[config.mk]
export PLATFORM = sky130hd
export DESIGN_NAME = led_driver
export DESIGN_NICKNAME = d
export VERILOG_FILES = /design/src/rtl/led_driver.sv
export SDC_FILE = /design/constraint.sdc
export NUM_CORES = 1
export LEC_CHECK = 0
export BUFFER_PORTS_ARGS = -buffer_cell sky130_fd_sc_hd__buf_2
export CAP_MARGIN = 5
export CORE_ASPECT_RATIO = 0.5
export CORE_MARGIN = 2
export CORE_UTILIZATION = 55
export CTS_BUF_LIST = sky130_fd_sc_hd__clkbuf_4 sky130_fd_sc_hd__clkbuf_8
export DETAILED_ROUTE_END_ITERATION = 16
export PLACE_DENSITY = 0.82
export SLEW_MARGIN = 25
export SYNTH_ARGS = -nofsm -noshare
export SYNTH_HDL_FRONTEND = slang
export SYNTH_SLANG_ARGS = --single-unit
[constraint.sdc]
create_clock -name input_clk -period 1.5 [get_ports input_clk]
set_input_delay 0.075 -clock input_clk [delete_from_list [all_inputs] [get_ports input_clk]]
set_output_delay 0.075 -clock input_clk [all_outputs]
set_load 0.02 [all_outputs]
[src/rtl/led_driver.sv]
// Multi-channel LED driver: each channel is off, on, blinking or PWM-dimmed,
// all sharing one prescaler, PWM frame and blink timebase.
module led_driver #(
  parameter int N_LEDS         = 3,
  parameter int PRESCALE       = 256,
  parameter int PWM_BITS       = 8,
  parameter int BLINK_DIV_BITS = 8,
  parameter int ACTIVE_LOW     = 1,
  parameter int RESET_MODE     = 2,
  localparam int AW            = (N_LEDS > 1) ? $clog2(N_LEDS) : 1
) (
  input  logic                input_clk,
  input  logic                rst_n,
  input  logic                wr_en,
  input  logic [AW-1:0]       wr_addr,
  input  logic [1:0]          wr_mode,
  input  logic [PWM_BITS-1:0] wr_duty,
  output logic                wr_ack,
  output logic                wr_err,
  output logic                frame_strobe,
  output logic [N_LEDS-1:0]   leds
);

  localparam int                PW        = $clog2(PRESCALE);
  localparam logic [PW-1:0]     PRESC_MAX = PW'(PRESCALE - 1);
  localparam logic [1:0]        RST_MODE  = 2'(RESET_MODE);
  localparam logic [N_LEDS-1:0] UNLIT     = {N_LEDS{ACTIVE_LOW != 0}};

  typedef enum logic [1:0] {
    MODE_OFF   = 2'd0,
    MODE_ON    = 2'd1,
    MODE_BLINK = 2'd2,
    MODE_PWM   = 2'd3
  } mode_t;

  logic [PW-1:0]             presc;
  logic [PWM_BITS-1:0]       pwm_cnt;
  logic [BLINK_DIV_BITS-1:0] blink_cnt;
  logic                      tick;
  logic                      frame_end;
  logic                      blink_phase;
  logic [31:0]               addr_ext;
  logic                      addr_ok;
  logic [1:0]                mode        [N_LEDS];
  logic [PWM_BITS-1:0]       duty_shadow [N_LEDS];
  logic [PWM_BITS-1:0]       duty_active [N_LEDS];
  logic [N_LEDS-1:0]         lit;

  assign tick        = (presc == PRESC_MAX);
  assign frame_end   = tick && (pwm_cnt == '1);
  assign blink_phase = blink_cnt[BLINK_DIV_BITS-1];
  assign addr_ext    = 32'(wr_addr);
  assign addr_ok     = (addr_ext < 32'(N_LEDS));

  always_ff @(posedge input_clk or negedge rst_n) begin
    if (!rst_n) begin
      presc     <= '0;
      pwm_cnt   <= '0;
      blink_cnt <= '0;
    end else begin
      presc <= tick ? '0 : presc + PW'(1);
      if (tick)
        pwm_cnt <= pwm_cnt + PWM_BITS'(1);
      if (frame_end)
        blink_cnt <= blink_cnt + BLINK_DIV_BITS'(1);
    end
  end

  // Duty goes through a shadow register so a PWM frame never sees a half-updated duty.
  always_ff @(posedge input_clk or negedge rst_n) begin
    if (!rst_n) begin
      for (int i = 0; i < N_LEDS; i++) begin
        mode[i]        <= RST_MODE;
        duty_shadow[i] <= '0;
        duty_active[i] <= '0;
      end
    end else begin
      for (int i = 0; i < N_LEDS; i++) begin
        if (frame_end)
          duty_active[i] <= duty_shadow[i];
        if (wr_en && addr_ok && (addr_ext == 32'(i))) begin
          mode[i]        <= wr_mode;
          duty_shadow[i] <= wr_duty;
        end
      end
    end
  end

  always_comb begin
    lit = '0;
    for (int i = 0; i < N_LEDS; i++) begin
      case (mode_t'(mode[i]))
        MODE_OFF:   lit[i] = 1'b0;
        MODE_ON:    lit[i] = 1'b1;
        MODE_BLINK: lit[i] = blink_phase;
        MODE_PWM:   lit[i] = (pwm_cnt < duty_active[i]);
        default:    lit[i] = 1'b0;
      endcase
    end
  end

  always_ff @(posedge input_clk or negedge rst_n) begin
    if (!rst_n) begin
      wr_ack       <= 1'b0;
      wr_err       <= 1'b0;
      frame_strobe <= 1'b0;
      leds         <= UNLIT;
    end else begin
      wr_ack       <= wr_en && addr_ok;
      wr_err       <= wr_en && !addr_ok;
      frame_strobe <= frame_end;
      leds         <= lit ^ UNLIT;
    end
  end

endmodule

==> parameters.txt, run 1 <==
Parameter                              Value

Drt
  WL/cell ... about 21 um
  Mean number of vias per cell ... 5.94
  Vias after detailed routing ... about 3000
  Initial detailed-routing violation count ... about 300
  Initial DRT Pass Iterations ... 5
  Drc violations ... 0
  Detailed-route wire length ... approximately 11000 um
  ANT nets after route ... 0

Worst setup path
  Cell-by-cell listing of the critical path ... and2_1 > and4_4 > buf_12 > clkbuf_16 > nand2_2 > o21ai_1
  Endpoint of the worst register-to-register path ... duty_active[6]
  Critical path class ... reg2reg
  Crit path largest cell delay ... approximately 480 ps
  Number of buffers and inverters on the critical path ... 2
  Startpoint Class ... flip-flop
  Sort of element at the end of the critical path ... flip-flop
  Critical Path AT ... about 1900 ps
  Cell type of the slowest stage on the worst timing path ... sky130_fd_sc_hd__dfrtp_2
  Flop2flop setup slack ... -100 ps
  Worst path top cell family by delay ... simple AND/OR/NAND/NOR gates
  Required time of the critical path ... 1780 ps
  Depth of the worst register-to-register path ... 6
  Critical register-to-register path startpoint ... pwm_cnt[6]
  Max Fanout on Critical Path ... 6

Floorplan
  Die Span X ... about 120 um
  Effective utilization at floorplan ... a little under three fifths
  Floorplan row count ... 21
  Number of top-level design ports ... 21
  Die footprint ... a little under 8000 um2
  Die H ... about 63 um
  Placeable Area ... around 6700 um2

Synthesis
  Count of unique library cells instantiated by Yosys ... 31
  Number of nets in the synthesized netlist ... 376
  Number of warnings printed during yosys synthesis ... 0
  Per-instance average area after synthesis ... roughly 11 um2
  Area of the mapped netlist ... around 3800 um2
  Post-synthesis instance total ... around 340
  Total of flip-flops plus latches after synthesis ... between 80 and 90
  Portion of the post-synthesis area used by sequential elements ... about 55%

Status
  Violations in the final reports ... setup timing
  Result of the run ... finished, violations left

Timing
  Transition at the pin with the smallest max-transition slack ... ~490 ps
  RSZ-0062 raised after global routing ... yes
  Final critical path time including I/O delays and setup ... ~1600 ps
  Relative max-transition margin ... 67.1%
  Maximum frequency from static timing analysis ... 0.625 GHz
  Number of max-slew violations in the final report ... 0
  Share of the clock period used by the worst path after layout ... 107%
  Worst Skew ... 8.46 ps
  Worst setup margin ... -101 ps
  Setup Viol. Count Final ... 29
  Final hold viol count ... 0
  Final hold slack ... about 12 ps

Finish
  Multi-input gate area in the final layout ... around 1800 um2
  Fraction of layout cells with a size suffix above 1 ... ~36%
  Final nets ... 449
  Fill count ... approximately 380
  Storage cell area ... 2110 um2
  Layout Area Growth over Synthesis ... 28.8%
  Leading cell type in the layout, fill and taps excluded ... sky130_fd_sc_hd__dfrtp_1
  Non-Filler Cell Area, Final ... 4940 um2
  Antenna diodes ... 0
  Commonest cells after routing, fill and taps aside ... 75 x sky130_fd_sc_hd__dfrtp_1, 37 x sky130_fd_sc_hd__nand2_1, 30 x sky130_fd_sc_hd__mux2_2

Clocking
  TritonCTS clock tree ... done
  Clock transition at path regs ... about 80 ps
  Level count of the clock H-tree ... 3
  Insertion delay to the later sink of the worst-skew pair ... between 300 and 400 ps
  Clock root cell ... sky130_fd_sc_hd__clkbuf_8
  Sink count of the clock tree ... 84
  Buffers from clock root to sink, at most ... 2
  Clock buffer count from CTS ... 9

GRT
  Global router's overall resource usage ... 25.2%
  Initial antenna violation count ... 0
  Number of global-route vias before repair ... ~3000
  Largest net degree at the start of global routing ... 37
  Global-route wire length before repair ... roughly 15000 um
  Remaining global-route overflow ... 0

Power and ir drop
  Tot Pwr ... between 4000 and 5000 uW
  Max rail drop VDD ... 0.488 mV
  Cell Pwr Density ... just over 900 nW/um2
  Leakage power figure ... around 0.0023 uW

Min path
  Hold WC Path Type ... in2reg
  Hold Crit Endpoint ... wr_err
  Min-delay src ... wr_en
  WHS Path Cells ... 2

Placement
  Final HPWL from detailed placement ... ~6000 um
  Port-buffer cells ... 20
  Setup slack at placement ... -150 ps
  RePlAce Congestion ... between 0.8 and 0.9
  Total cell area at the placement stage ... ~4300 um2

Job
  Number of maximum-capacitance violations ... 0
state kept, by name (all words and copies together), names as in the netlist:
| register | cells |
|---|---|
| wr_err | 1 |
| duty_active | 24 |
| mode | 6 |
| pwm_cnt | 8 |
| blink_cnt | 8 |
| frame_strobe | 1 |
| duty_shadow | 24 |
| wr_ack | 1 |
| leds | 3 |
| presc | 8 |
cells in the mapped netlist:
library cell | n | share of area [%]
sky130_fd_sc_hd__and3_1 | 7 | 1.1
sky130_fd_sc_hd__nand2b_1 | 3 | 0.49
sky130_fd_sc_hd__nand3_1 | 10 | 1.3
sky130_fd_sc_hd__a21oi_1 | 10 | 1.3
sky130_fd_sc_hd__mux2_2 | 30 | 8.8
sky130_fd_sc_hd__nor3_1 | 3 | 0.39
sky130_fd_sc_hd__clkbuf_1 | 3 | 0.29
sky130_fd_sc_hd__nand3b_1 | 5 | 0.98
sky130_fd_sc_hd__a21o_1 | 1 | 0.20
sky130_fd_sc_hd__and4_1 | 5 | 1.1
sky130_fd_sc_hd__nor3b_1 | 1 | 0.20
sky130_fd_sc_hd__a211o_1 | 3 | 0.69
sky130_fd_sc_hd__nand4_1 | 3 | 0.49
sky130_fd_sc_hd__xor2_1 | 9 | 2.1
sky130_fd_sc_hd__buf_6 | 1 | 0.29
sky130_fd_sc_hd__and2_1 | 3 | 0.49
sky130_fd_sc_hd__o31ai_1 | 2 | 0.39
sky130_fd_sc_hd__nor2_1 | 4 | 0.39
sky130_fd_sc_hd__inv_1 | 24 | 2.3
sky130_fd_sc_hd__xnor2_1 | 9 | 2.1
sky130_fd_sc_hd__a21boi_0 | 1 | 0.20
sky130_fd_sc_hd__ha_1 | 24 | 7.8
sky130_fd_sc_hd__nand4_2 | 2 | 0.65
sky130_fd_sc_hd__dfstp_2 | 6 | 4.1
sky130_fd_sc_hd__buf_4 | 1 | 0.20
sky130_fd_sc_hd__nand2_1 | 46 | 4.5
sky130_fd_sc_hd__o21ai_0 | 29 | 3.8
sky130_fd_sc_hd__buf_2 | 4 | 0.52
sky130_fd_sc_hd__dfrtp_1 | 78 | 51
sky130_fd_sc_hd__o21a_1 | 6 | 1.2
sky130_fd_sc_hd__nor2b_1 | 4 | 0.65
cell families (layout without fill, tap and decap cells):
| family | Yosys count | in the layout | synth area share (%) |
|---|---|---|---|
| multiplexers | 30 | 30 | 8.81 |
| XOR/XNOR | 18 | 18 | 4.11 |
| AO/OA/AOI/OAI | 52 | 52 | 7.74 |
| adder cells (fa/ha/maj) | 24 | 24 | 7.83 |
| buffers and inverters | 33 | 109 | 3.66 |
| flip-flops | 84 | 84 | 55.0 |
| AND/OR/NAND/NOR | 96 | 96 | 12.8 |
repair_timing:
action	CTS	global route
cloned	0	4
endpoints found under the hold margin	58	1
buffers inserted	1	1
hold buffers	13	1
resized for setup	14	56
pin swaps	3	12
setup endpoints to repair	29	32
power breakdown:
part           total [uW]  switching (uW)  internal [uW]
registers            2570             118           2450
logic                 434             205            229
clock network        1590             783            808
worst max path at each step:
stage | to | slack (ps) | depth (start not counted) | startpoint
floorplan | blink_cnt[3] | -20 | 7 | pwm_cnt[1]
global placement | leds[1] | 10 | 5 | pwm_cnt[7]
detailed placement | leds[0] | -150 | 5 | pwm_cnt[6]
CTS | duty_active[22] | -30 | 7 | presc[1]
global route | duty_active[13] | -150 | 7 | presc[0]
finish | duty_active[6] | -100 | 6 | pwm_cnt[6]
stage by stage:
step / util (%) / TNS [ps] / instances
3_5_place_dp: 64.0 / -719 / 471
3_3_place_gp: 64.0 / 0 / 471
4_1_cts: 69.7 / -180 / 499
5_1_grt: 73.4 / -2910 / 505
2_1_floorplan: - / -174 / 337
6_report: 73.4 / -1540 / 505
per-layer routing:
layer	track usage [%]	vias to the layer above	wire, um
li1	-	1304	-
met1	30.0	1491	4140
met2	43.4	163	5300
met3	8.21	40	694
met4	8.05	0	384
met5	0	-	0
area by class of cell:
type / count / share of cell area, %
clock buffer: 12 / 2.96
clock inverter: 2 / 0.760
inverter: 24 / 1.82
multi-input combinational: 220 / 36.5
sequential: 84 / 42.8
tap: 92 / 2.33
timing repair buffer: 71 / 12.8
No activity file was read; power rests on OpenSTA's default activity.
==> run 2: changes to the inputs <==
--- a/config.mk
+++ b/config.mk
@@ -12,6 +12,7 @@
 export CORE_UTILIZATION = 55
 export CTS_BUF_LIST = sky130_fd_sc_hd__clkbuf_4 sky130_fd_sc_hd__clkbuf_8
 export DETAILED_ROUTE_END_ITERATION = 16
+export GPL_TIMING_DRIVEN = 0
 export PLACE_DENSITY = 0.82
 export SLEW_MARGIN = 25
 export SYNTH_ARGS = -nofsm -noshare
==> parameters.txt, run 2 (same netlist as run 1, synthesis figures left out) <==
Parameter                              Value

Worst setup path
  Startpoint Class ... flip-flop
  Worst setup endpoint ... duty_active[1]
  Flop2flop setup slack ... -60 ps
  Critical path class ... reg2reg
  Startpoint of the worst setup timing path ... presc[1]
  Max Fanout on Critical Path ... 7
  Endpoint of the worst register-to-register path ... duty_active[1]
  Crit path largest cell delay ... ~390 ps
  Critical Path AT ... around 1900 ps
  Required time of the critical path ... approximately 1800 ps
  Most used cell along the critical path ... sky130_fd_sc_hd__and4_4
  Cell type of the slowest stage on the worst timing path ... sky130_fd_sc_hd__dfrtp_1
  Critical register-to-register path startpoint ... presc[1]
  Depth of the worst register-to-register path ... 7
  Sort of element at the end of the critical path ... flip-flop
  Cell-by-cell listing of the critical path ... ha_4 > and4_4 > and4_4 > buf_4 > buf_16 > nand2_1 > o21ai_1

Placement
  Total cell area at the placement stage ... between 4000 and 5000 um2
  RePlAce Congestion ... between 0.8 and 0.9
  Placed Cells ... 450
  Final HPWL from detailed placement ... about 5500 um
  Port-buffer cells ... 20

Timing
  Maximum frequency from static timing analysis ... between 0.6 and 0.7 GHz
  RSZ-0062 raised after global routing ... yes
  Number of max-slew violations in the final report ... 0
  Transition at the pin with the smallest max-transition slack ... 778 ps
  Setup Viol. Count Final ... 11
  Final hold slack ... 13.9 ps
  Worst setup margin ... -63.6 ps
  Worst Skew ... approximately 11 ps
  Share of the clock period used by the worst path after layout ... 104%
  Setup TNS ... -218 ps
  Final critical path time including I/O delays and setup ... ~1600 ps
  Final hold viol count ... 0
  Relative max-transition margin ... ~48%

Power and ir drop
  Tot Pwr ... between 4000 and 5000 uW
  Max rail drop VDD ... about 0.55 mV
  Cell Pwr Density ... between 1000 and 1500 nW/um2
  Leakage power figure ... about 0.0022 uW

Floorplan
  Placeable Area ... between 6000 and 7000 um2
  Die H ... 63.0 um
  Die footprint ... 7690 um2
  Die Span X ... approximately 120 um
  Number of top-level design ports ... 21
  Floorplan row count ... 21
  Effective utilization at floorplan ... between 50 and 60%

Finish
  Largest registers ... duty_active x24, duty_shadow x24
  Commonest cells after routing, fill and taps aside ... 70 x sky130_fd_sc_hd__dfrtp_1, 42 x sky130_fd_sc_hd__nand2_1, 30 x sky130_fd_sc_hd__mux2_2
  Final nets ... about 440
  Non-Filler Cell Area, Final ... between 4000 and 5000 um2
  Leading cell type in the layout, fill and taps excluded ... sky130_fd_sc_hd__dfrtp_1
  Fill count ... ~420
  Antenna diodes ... 0
  Fraction of layout cells with a size suffix above 1 ... 32.8%
  Layout Area Growth over Synthesis ... 25.6%
  Non-filler cells, final ... about 500

Drt
  WL/cell ... 17.6 um
  Detailed-route wire length ... 8710 um
  Drc violations ... 0
  Initial DRT Pass Iterations ... 4
  ANT nets after route ... 0
  Mean number of vias per cell ... ~5.5
  Initial detailed-routing violation count ... around 210
  Vias after detailed routing ... between 2000 and 3000

Clocking
  TritonCTS clock tree ... done
  Sink count of the clock tree ... between 80 and 90
  Level count of the clock H-tree ... 3
  Clock buffer count from CTS ... 9
  Clock root cell ... sky130_fd_sc_hd__clkbuf_8
  Buffers from clock root to sink, at most ... 2
  Clock transition at path regs ... roughly 80 ps
  Insertion delay to the later sink of the worst-skew pair ... approximately 370 ps

GRT
  Initial antenna violation count ... 0
  Remaining global-route overflow ... 0
  Number of global-route vias before repair ... between 2000 and 3000
  Global-route wire length before repair ... ~14000 um
  Global router's overall resource usage ... 24.7%
  Largest net degree at the start of global routing ... 45

Status
  Violations in the final reports ... setup timing
  Result of the run ... finished, violations left

Min path
  Hold WC Path Type ... in2reg

Job
  Number of maximum-capacitance violations ... 0
## run 2: critical path: cells and delay by family, from the launching register on
family	cells	cell delay (ps)
buf+inv	2	270
compound gates	1	100
simple gates	3	560
flops	1	390
fa+ha+maj	1	170
## run 2: timing repair
action | 4_1_cts | 5_1_grt
hold buffers | 14 | 0
buffers inserted | 10 | 5
setup endpoints to repair | 39 | 38
pin swaps | 5 | 20
endpoints found under the hold margin | 66 | 0
resized for setup | 37 | 20
cloned | 1 | 0
## run 2: through the flow
stage / setup slack [ps] / util, %
6_report: -63.6 / 71.6
5_1_grt: -116 / 71.6
4_1_cts: -79.1 / 70.2
3_5_place_dp: -404 / 61.1
3_3_place_gp: -277 / 60.8
2_1_floorplan: -17.6 / -
## run 2: how the worst min path moves through the flow
stage | from | to | slack, ps | cells past startpoint
detailed placement | rst_n | presc[3] | 90 | 1
global placement | wr_addr[1] | wr_ack | 310 | 2
CTS | wr_en | wr_err | 3 | 2
finish | wr_en | wr_err | 10 | 2
floorplan | rst_n | blink_cnt[0] | -220 | 0
global route | wr_en | wr_err | 10 | 2
## run 2: final cells by class
type                            instances  area [um2]  share of cell area, %
Inverter                               24        90.1                   1.87
Sequential cell                        84        2120                   44.0
Clock buffer                           12         165                   3.43
Timing Repair Buffer                   51         403                   8.37
Clock inverter                          4        70.1                   1.45
Buffer                                  8        61.3                   1.27
Tap cell                               92         115                   2.39
Multi-Input combinational cell        220        1790                   37.2
## run 2: power by group
group | internal [uW] | switching [uW] | leakage (uW)
Clock | 1070 | 785 | 0.000122
Combinational | 220 | 192 | 0.00103
Sequential | 2450 | 106 | 0.00107
Total | 3740 | 1080 | 0.00222
## run 2: per-layer routing
layer | part of all wire [%] | global-route usage (%) | vias to the layer above | routed length [um]
met5 | 0 | 0 | - | 0
met4 | 2.7 | 6.90 | 0 | 234
met3 | 5.5 | 8.12 | 20 | 475
met2 | 50 | 41.2 | 81 | 4370
met1 | 42 | 30.9 | 1355 | 3620
li1 | - | - | 1277 | -
==> run 3: changes to the inputs <==
--- a/config.mk
+++ b/config.mk
@@ -13,7 +13,7 @@
 export CTS_BUF_LIST = sky130_fd_sc_hd__clkbuf_4 sky130_fd_sc_hd__clkbuf_8
 export DETAILED_ROUTE_END_ITERATION = 16
 export GPL_TIMING_DRIVEN = 0
-export PLACE_DENSITY = 0.82
+export PLACE_DENSITY = 0.72
 export SLEW_MARGIN = 25
 export SYNTH_ARGS = -nofsm -noshare
 export SYNTH_HDL_FRONTEND = slang
==> constraint.sdc (replaced) <==
create_clock -name input_clk -period 1.4 [get_ports input_clk]
set_input_delay 0.07 -clock input_clk [delete_from_list [all_inputs] [get_ports input_clk]]
set_output_delay 0.07 -clock input_clk [all_outputs]
set_load 0.02 [all_outputs]
==> parameters.txt, run 3 (same netlist as run 1, synthesis figures left out) <==
Parameter                              Value

Finish
  Largest registers ... duty_active x24, duty_shadow x24
  Multi-input gate area in the final layout ... around 1800 um2
  Final core area utilization ... 71.8%
  Commonest cells after routing, fill and taps aside ... 70 x sky130_fd_sc_hd__dfrtp_1, 40 x sky130_fd_sc_hd__nand2_1, 30 x sky130_fd_sc_hd__mux2_2
  Layout Area Growth over Synthesis ... 26.0%
  Antenna diodes ... 0
  Fill count ... 480
  Leading cell type in the layout, fill and taps excluded ... sky130_fd_sc_hd__dfrtp_1
  Final nets ... approximately 440
  Storage cell area ... 2120 um2
  Fraction of layout cells with a size suffix above 1 ... roughly a third
  Non-filler cells, final ... approximately 500

Worst setup path
  Sort of element at the end of the critical path ... flip-flop
  Required time of the critical path ... between 1500 and 2000 ps
  Critical Path AT ... about 1800 ps
  Max Fanout on Critical Path ... 6
  Startpoint Class ... flip-flop
  Worst path top cell family by delay ... simple AND/OR/NAND/NOR gates
  Cell type of the slowest stage on the worst timing path ... sky130_fd_sc_hd__dfrtp_1
  Cell-by-cell listing of the critical path ... ha_4 > and4_4 > and4_1 > buf_6 > buf_12 > nand4_4 > xnor2_2
  Crit path largest cell delay ... around 390 ps
  Worst setup endpoint ... blink_cnt[3]
  Endpoint of the worst register-to-register path ... blink_cnt[3]
  Depth of the critical timing path with buffers and inverters included ... 7
  Depth of the worst register-to-register path ... 7
  Startpoint of the worst setup timing path ... presc[1]
  Critical register-to-register path startpoint ... presc[1]
  Flop2flop setup slack ... -160 ps
  Number of buffers and inverters on the critical path ... 2
  Critical path class ... reg2reg

Power and ir drop
  Cell Pwr Density ... ~1000 nW/um2
  Leakage power figure ... approximately 0.0022 uW
  Max rail drop VDD ... about 0.58 mV

Drt
  Vias after detailed routing ... approximately 2700
  Detailed-route wire length ... 7970 um
  Drc violations ... 0
  Initial detailed-routing violation count ... ~160
  WL/cell ... 16.0 um
  ANT nets after route ... 0
  Mean number of vias per cell ... around 5.4
  Initial DRT Pass Iterations ... 5

Placement
  Setup slack at placement ... -451 ps
  RePlAce Congestion ... ~0.83
  Final HPWL from detailed placement ... between 5000 and 6000 um
  Port-buffer cells ... 20
  Placed Cells ... 450

Floorplan
  Number of top-level design ports ... 21
  Die Span X ... 122 um
  Effective utilization at floorplan ... between 50 and 60%
  Floorplan row count ... 21
  Die footprint ... about 7700 um2
  Die H ... 63.0 um
  Placeable Area ... 6730 um2

GRT
  Global-route wire length before repair ... 13600 um
  Largest net degree at the start of global routing ... between 50 and 60
  Remaining global-route overflow ... 0
  Number of global-route vias before repair ... 2755
  Global router's overall resource usage ... a little under a quarter
  Initial antenna violation count ... 0

Timing
  Relative max-transition margin ... 46.9%
  RSZ-0062 raised after global routing ... yes
  Worst setup margin ... -161 ps
  Transition at the pin with the smallest max-transition slack ... between 700 and 800 ps
  Setup TNS ... -3970 ps
  Final hold viol count ... 0
  Final critical path time including I/O delays and setup ... ~1600 ps
  Worst Skew ... ~8.6 ps
  Number of max-slew violations in the final report ... 0
  Maximum frequency from static timing analysis ... roughly 0.64 GHz
  Final hold slack ... approximately 130 ps
  Setup Viol. Count Final ... 37
  Share of the clock period used by the worst path after layout ... 112%

Clocking
  Insertion delay to the later sink of the worst-skew pair ... approximately 350 ps
  Clock buffer count from CTS ... 9
  Clock transition at path regs ... around 80 ps
  TritonCTS clock tree ... done
  Sink count of the clock tree ... 84
  Buffers from clock root to sink, at most ... 2
  Clock root cell ... sky130_fd_sc_hd__clkbuf_8
  Level count of the clock H-tree ... 3

Status
  Result of the run ... finished, violations left
  Violations in the final reports ... setup timing

Job
  Number of maximum-capacitance violations ... 0

Min path
  Hold WC Path Type ... in2reg
run 3: what timing repair did:
item,in CTS,in global routing
buffers inserted,13,5
endpoints found under the setup margin,40,41
pin swaps,7,11
hold buffers,15,0
gates resized for setup,30,18
hold endpoints to repair,59,0
run 3: worst min-delay path, delay by kind of cell:
family | cells | cell delay (ps)
simple gates | 1 | 60
mux | 1 | 210
buf+inv | 1 | 110
run 3: routing by layer:
metal,up-vias,track usage (%),wire [um]
li1,1282,-,-
met1,1332,31.2,3770
met2,63,37.6,3730
met3,17,6.11,344
met4,0,9.05,131
met5,-,0,0
run 3: power breakdown:
part           switching [uW]  internal [uW]  leakage [uW]
Clock                     823           1060      0.000116
Combinational             197            235       0.00106
Sequential                112           2630       0.00107
Total                    1130           3930       0.00225
run 3: cell type report:
class,instances,area share [%]
inverter,24,1.86
buffer,9,1.53
clock buffer,11,3.00
tap,92,2.38
clock inverter,5,1.55
multi-input combinational,220,36.9
sequential,84,43.9
timing repair buffer,54,8.86
run 3: per-stage QoR:
stage / area, um2 / total power [uW]
finish: 4830 / 5060
global route: 4830 / 5270
CTS: 4740 / 5100
detailed placement: 4130 / 3180
global placement: 4100 / 3140
floorplan: 3880 / 2990
run 3: how the worst min path moves through the flow:
stage	endpoint	cells past startpoint	startpoint
after floorplan	blink_cnt[0]	0	rst_n
after global placement	wr_ack	2	wr_addr[1]
after detailed placement	duty_shadow[7]	1	rst_n
after CTS	duty_shadow[23]	3	wr_addr[0]
after global routing	duty_shadow[23]	3	wr_addr[0]
final	duty_shadow[23]	3	wr_addr[0]
